==> src/rtl/fetch_stage.sv <==
// Fetch stage: PC generator for a 1-cycle ROM plus IF/ID register with a one-entry hold buffer; 1 instruction/cycle, 2-cycle redirect.
// Backpressure: stall freezes the PC and parks the in-flight word in hold. Optional counters under FETCH_STAGE_PERF_EN.
module fetch_stage #(
  parameter int unsigned       PC_W     = 16,
  parameter int unsigned       INST_W   = 26,
  parameter logic [PC_W-1:0]   RESET_PC = '0,
  parameter logic [PC_W-1:0]   PC_STEP  = PC_W'(1)
`ifdef FETCH_STAGE_PERF_EN
  ,
  parameter int unsigned       CNT_W    = 32
`endif
) (
  input  logic              clk,
  input  logic              rst,
  output logic [PC_W-1:0]   imem_addr,
  input  logic [INST_W-1:0] imem_data,
  input  logic              stall,
  input  logic              redirect_valid,
  input  logic [PC_W-1:0]   redirect_pc,
  output logic [INST_W-1:0] id_inst,
  output logic [PC_W-1:0]   id_pc,
  output logic              id_valid
`ifdef FETCH_STAGE_PERF_EN
  ,
  output logic [CNT_W-1:0]  perf_fetched,
  output logic [CNT_W-1:0]  perf_bubbles
`endif
);

  typedef struct packed {
    logic [INST_W-1:0] inst;
    logic [PC_W-1:0]   pc;
  } fetch_word_t;

  logic [PC_W-1:0] pc_q;
  logic [PC_W-1:0] req_pc_q;
  logic            req_valid_q;
  fetch_word_t     hold;
  logic            hold_valid;

  logic            advance;
  fetch_word_t     rom_word;
  fetch_word_t     next_word;

  assign imem_addr = pc_q;
  assign advance   = !stall || !id_valid;
  assign rom_word  = '{inst: imem_data, pc: req_pc_q};
  assign next_word = hold_valid ? hold : rom_word;

  always_ff @(posedge clk or posedge rst) begin
    if (rst) begin
      pc_q        <= RESET_PC;
      req_pc_q    <= '0;
      req_valid_q <= 1'b0;
      hold        <= '0;
      hold_valid  <= 1'b0;
      id_inst     <= '0;
      id_pc       <= '0;
      id_valid    <= 1'b0;
    end else if (redirect_valid) begin
      // Drop everything in flight; id_inst/id_pc keep stale contents under id_valid=0.
      pc_q        <= redirect_pc;
      req_valid_q <= 1'b0;
      hold_valid  <= 1'b0;
      id_valid    <= 1'b0;
    end else if (advance) begin
      id_inst     <= next_word.inst;
      id_pc       <= next_word.pc;
      id_valid    <= hold_valid || req_valid_q;
      hold_valid  <= 1'b0;
      req_pc_q    <= pc_q;
      req_valid_q <= 1'b1;
      pc_q        <= pc_q + PC_STEP;
    end else begin
      // The ROM re-reads the frozen pc_q, which is not req_pc_q's word, so that return is discarded.
      req_valid_q <= 1'b0;
      if (req_valid_q) begin
        hold       <= rom_word;
        hold_valid <= 1'b1;
      end
    end
  end

`ifdef FETCH_STAGE_PERF_EN
  always_ff @(posedge clk or posedge rst) begin
    if (rst) begin
      perf_fetched <= '0;
      perf_bubbles <= '0;
    end else if (advance) begin
      // A redirect edge with advance high loads id_valid=0, so it counts as a bubble.
      if (!redirect_valid && (hold_valid || req_valid_q))
        perf_fetched <= perf_fetched + CNT_W'(1);
      else
        perf_bubbles <= perf_bubbles + CNT_W'(1);
    end
  end
`endif

  hold_req_exclusive: assert property (@(posedge clk) disable iff (rst) !(hold_valid && req_valid_q));

endmodule

==> config.mk <==
export PLATFORM = sky130hd
export DESIGN_NAME = fetch_stage
export DESIGN_NICKNAME = d
export VERILOG_FILES = /design/src/rtl/fetch_stage.sv
export SDC_FILE = /design/constraint.sdc
export NUM_CORES = 1
export LEC_CHECK = 0
export ABC_AREA = 1
export CAP_MARGIN = 15
export CORE_ASPECT_RATIO = 1.75
export CORE_MARGIN = 2
export CORE_UTILIZATION = 52
export DETAILED_ROUTE_END_ITERATION = 12
export HOLD_SLACK_MARGIN = 0.02
export PLACE_DENSITY_LB_ADDON = 0.2
export SLEW_MARGIN = 0
export SYNTH_ARGS = -nofsm -noshare
export SYNTH_HDL_FRONTEND = slang
export SYNTH_SLANG_ARGS = --single-unit
==> constraint.sdc <==
create_clock -name clk -period 4.5 [get_ports clk]
set_input_delay 0.675 -clock clk [delete_from_list [all_inputs] [get_ports clk]]
set_output_delay 0.675 -clock clk [all_outputs]
set_load 0.03 [all_outputs]
==> reports/metrics.csv <==
stage,metric,value,unit
grt,initial antenna violation count,0,
worst_setup_path,Critical-path top delay cell,inv_2,
worst_setup_path,max incr delay on CP,0.84,ns
drt,wire per inst,14.40,µm
sta,post-route minimum period,2.517,ns
yosys,"FF+latch count, synth",119,
sta,final hold slack,0.4771,ns
power,PD cells,490.8,nW/µm²
power,cell leakage power,3.490,nW
clock_network,CTS Buf Count,17,
cells_and_area,cell area after layout,7222,µm²
cells_and_area,P&R area growth vs syn,29.04,%
grt,GRT Util Overall,0.2407,
grt,total gr overflow,0,
grt,largest net degree at the start of global routing,85,
cells_and_area,ant diodes,0,
sta,unrepaired setup endpoints after global routing,no,
die,initial core utilization,0.5293,
clock_network,cts hold-fix bufs,0,
power,Clock power frac,0.397,
drt,Via density,5.153,
power,Int Power,2.509,mW
sta,"Period Utilization, post-route",0.5593,
sta,Least-Margin Pin Slew,1.039,ns
grt,first-pass GRT wire length,21650,µm
die,die area,11640,µm²
sta,FMAX,397.3,MHz
yosys,Avg Inst Size Synth,8.230,µm²
die,Core Box Area,10570,µm²
worst_setup_path,Worst setup EP type,flop,
drt,routed vias,4720,
clock_network,root buf cell,clkbuf_16,
cells_and_area,Final Core Density,0.6831,
worst_setup_path,R2R Path End,imem_addr[5],
yosys,post-synth top area share,0.5321,
clock_network,post-CTS sizing,0,
worst_setup_path,worst setup path end,imem_addr[5],
worst_setup_path,Critical path origin,redirect_valid,
worst_setup_path,startpoint types,input pin,
drt,DRT Wirelength,13190,µm
job,Max-cap violations,0,
yosys,Area contributors post-synth,"dfrtp_1 53%, nand2_1 17%, o21ai_0 5.8%",
clock_network,Worst-Skew Late Latency,0.40,ns
worst_setup_path,Crit Path Category,input pin to flop,
placement,dpl ws,1.579,ns
worst_setup_path,Critical Path Stages,7,
yosys,Yosys warnings,0,
cells_and_area,fill count,890,
clock_network,"Setup Fix Bufs, Post-CTS",0,
power,switching share of power,0.2922,
clock_network,"Reg clk slew, reported paths",0.05,ns
drt,DRT Pass-1 Iters,4,
power,Comb power frac,0.206,
worst_setup_path,CP bufs+invs,4,
power,Sw Pwr,1.036,mW
yosys,post-synth cell types,28,
yosys,Syn Inst Count,680,
worst_setup_path,crit-path max FO,53,
clock_network,CTS tree,done,
cells_and_area,nets,820,
worst_setup_path,FF-to-FF path depth,5,
yosys,Yosys top cell by area,dfrtp_1,
sta,setup TNS,0,ns
placement,hpwl dp,8614,µm
yosys,Mapped Nets,727,
drt,DRT iter0 DRCs,365,
worst_setup_path,Required @ worst endpoint,4.83,ns
sta,Final Hold Viols,0,
die,Chip Width,82.42,µm
outcome,outcome,"finished, final reports clean",
die,number of top-level pins,105,
drt,# DRC,0,
die,DIE HEIGHT,141.2,µm
worst_setup_path,r2r setup slk,2.37,ns
power,Sequential Power Share,0.397,
min_path,Hold Path Class,flop to flop,
yosys,part of the Yosys area used for sequential elements,0.5321,
placement,IO Port Bufs,104,
clock_network,CTS Sinks,119,
sta,Final Max Tran Viols,0,
yosys,synthesized cell area,5597,µm²
sta,Final setup viols,0,
worst_setup_path,Worst EP arrival,2.84,ns
worst_setup_path,"delay-heaviest family, CP",buffers and inverters,
sta,Worst Skew,0.008233,ns
placement,Post-DP Area,6600,µm²
drt,Routed Antenna Nets,0,
worst_setup_path,RR Startpoint,id_valid,
power,Max VDD drop,0.3036,mV
clock_network,clk buf depth,2,
sta,Slew headroom,0.3075,
die,Placement Rows,50,
worst_setup_path,critical path cell sequence,"clkdlybuf4s50_1, buf_4, inv_6, nand2_4, inv_2, nand3_1, nand4_1",
grt,vias in the first global route,4667,
sta,min setup slack post-route,1.983,ns
cells_and_area,layout cells sized above 1,0.1056,
placement,placer congestion estimate,0.8630,
clock_network,CTS H-tree depth,4,
-- layout by cell type, fill, tap and decap left out, types with 2 or more instances in the layout --
master | netlist | routed
nand2_2 | 8 | 8
clkinv_2 | 0 | 5
o21ai_0 | 65 | 65
dfrtp_1 | 119 | 118
clkbuf_16 | 0 | 17
nor2_1 | 27 | 27
nand3b_1 | 6 | 6
o21ai_1 | 23 | 23
nand4_1 | 4 | 4
inv_2 | 2 | 2
nand3_1 | 21 | 21
o21ai_2 | 22 | 22
buf_4 | 0 | 5
nor2_4 | 4 | 4
clkdlybuf4s50_1 | 0 | 104
nand2_4 | 3 | 3
clkinv_4 | 0 | 3
inv_1 | 67 | 66
bufinv_16 | 0 | 4
nor2_2 | 2 | 2
inv_4 | 1 | 2
nand2_1 | 255 | 255
a21oi_1 | 9 | 9
-- layer usage --
layer,GRT usage,vias to the layer above,share of wire
met1,0.3036,2271,0.41
met4,0.08596,0,0.015
met3,0.04609,14,0.038
li1,-,2314,-
met2,0.4041,121,0.53
met5,0,-,0
-- power groups by stage --
| stage | logic, mW | registers (mW) | clock network [mW] |
|---|---|---|---|
| 2_1_floorplan | 0.325 | 1.54 | 0 |
| 3_3_place_gp | 0.710 | 1.41 | 0 |
| 3_5_place_dp | 0.731 | 1.42 | 0 |
| 4_1_cts | 0.738 | 1.41 | 1.43 |
| 5_1_grt | 0.806 | 1.43 | 1.48 |
| 6_report | 0.729 | 1.41 | 1.41 |
-- logic make-up after synthesis --
logic type	Yosys count	synth area share
flops	119	0.5321
compound gates	122	0.1252
fa+ha+maj	1	0.002235
buf+inv	106	0.09211
simple gates	331	0.2468
xor+xnor	1	0.001565
-- cell type report --
cell class                      count  area, µm²  share of cell area
Sequential cell                   119       2979              0.4125
Multi-Input combinational cell    455       2103              0.2912
Timing Repair Buffer              109       1079              0.1493
Clock buffer                       19      442.9             0.06133
Inverter                           71      276.5             0.03829
Clock inverter                     13      178.9             0.02477
Tap cell                          130      162.7             0.02252
-- synthesized netlist by cell type, drive strengths merged --
| cell type | number |
|---|---|
| nand2 | 266 |
| nand4 | 4 |
| nand3 | 21 |
| ha | 1 |
| nor2 | 33 |
| a31oi | 1 |
| o21ai | 110 |
| inv | 71 |
| dfrtp | 119 |
| or2 | 1 |
| a21oi | 10 |
| xor2 | 1 |
| clkbuf | 5 |
| o211ai | 1 |
| nand3b | 6 |
| buf | 30 |
-- worst register-to-register path, stage by stage, from the launching register on --
cell	delay (ns)
dfrtp_1	0.38
nand2_1	0.16
nand2_4	0.34
inv_2	0.86
nand3_1	0.17
nand4_1	0.14
-- metrics by stage --
stage / cells / power, mW
floorplan: 680 / 1.866
global placement: 884 / 2.123
detailed placement: 884 / 2.152
CTS: 916 / 3.575
global route: 916 / 3.713
finish: 916 / 3.545
-- registers in the layout, indices dropped and copies added, names as in the netlist --
name         cells
req_pc_q        16
imem_addr       16
id_pc           16
id_valid         1
hold            42
id_inst         26
hold_valid       1
req_valid_q      1
-- worst min-delay path by stage --
stage / startpoint / end / slack, ns / cells after the start
after floorplan: req_pc_q[2] / req_pc_q[2] / 0.45 / 2
after global placement: hold[40] / hold[40] / 0.46 / 2
after detailed placement: id_inst[16] / id_inst[16] / 0.47 / 2
after CTS: id_inst[16] / id_inst[16] / 0.48 / 2
after global routing: id_pc[4] / id_pc[4] / 0.50 / 2
final: id_inst[16] / id_inst[16] / 0.48 / 2
Note: power is estimated with default switching activity, not from simulation.
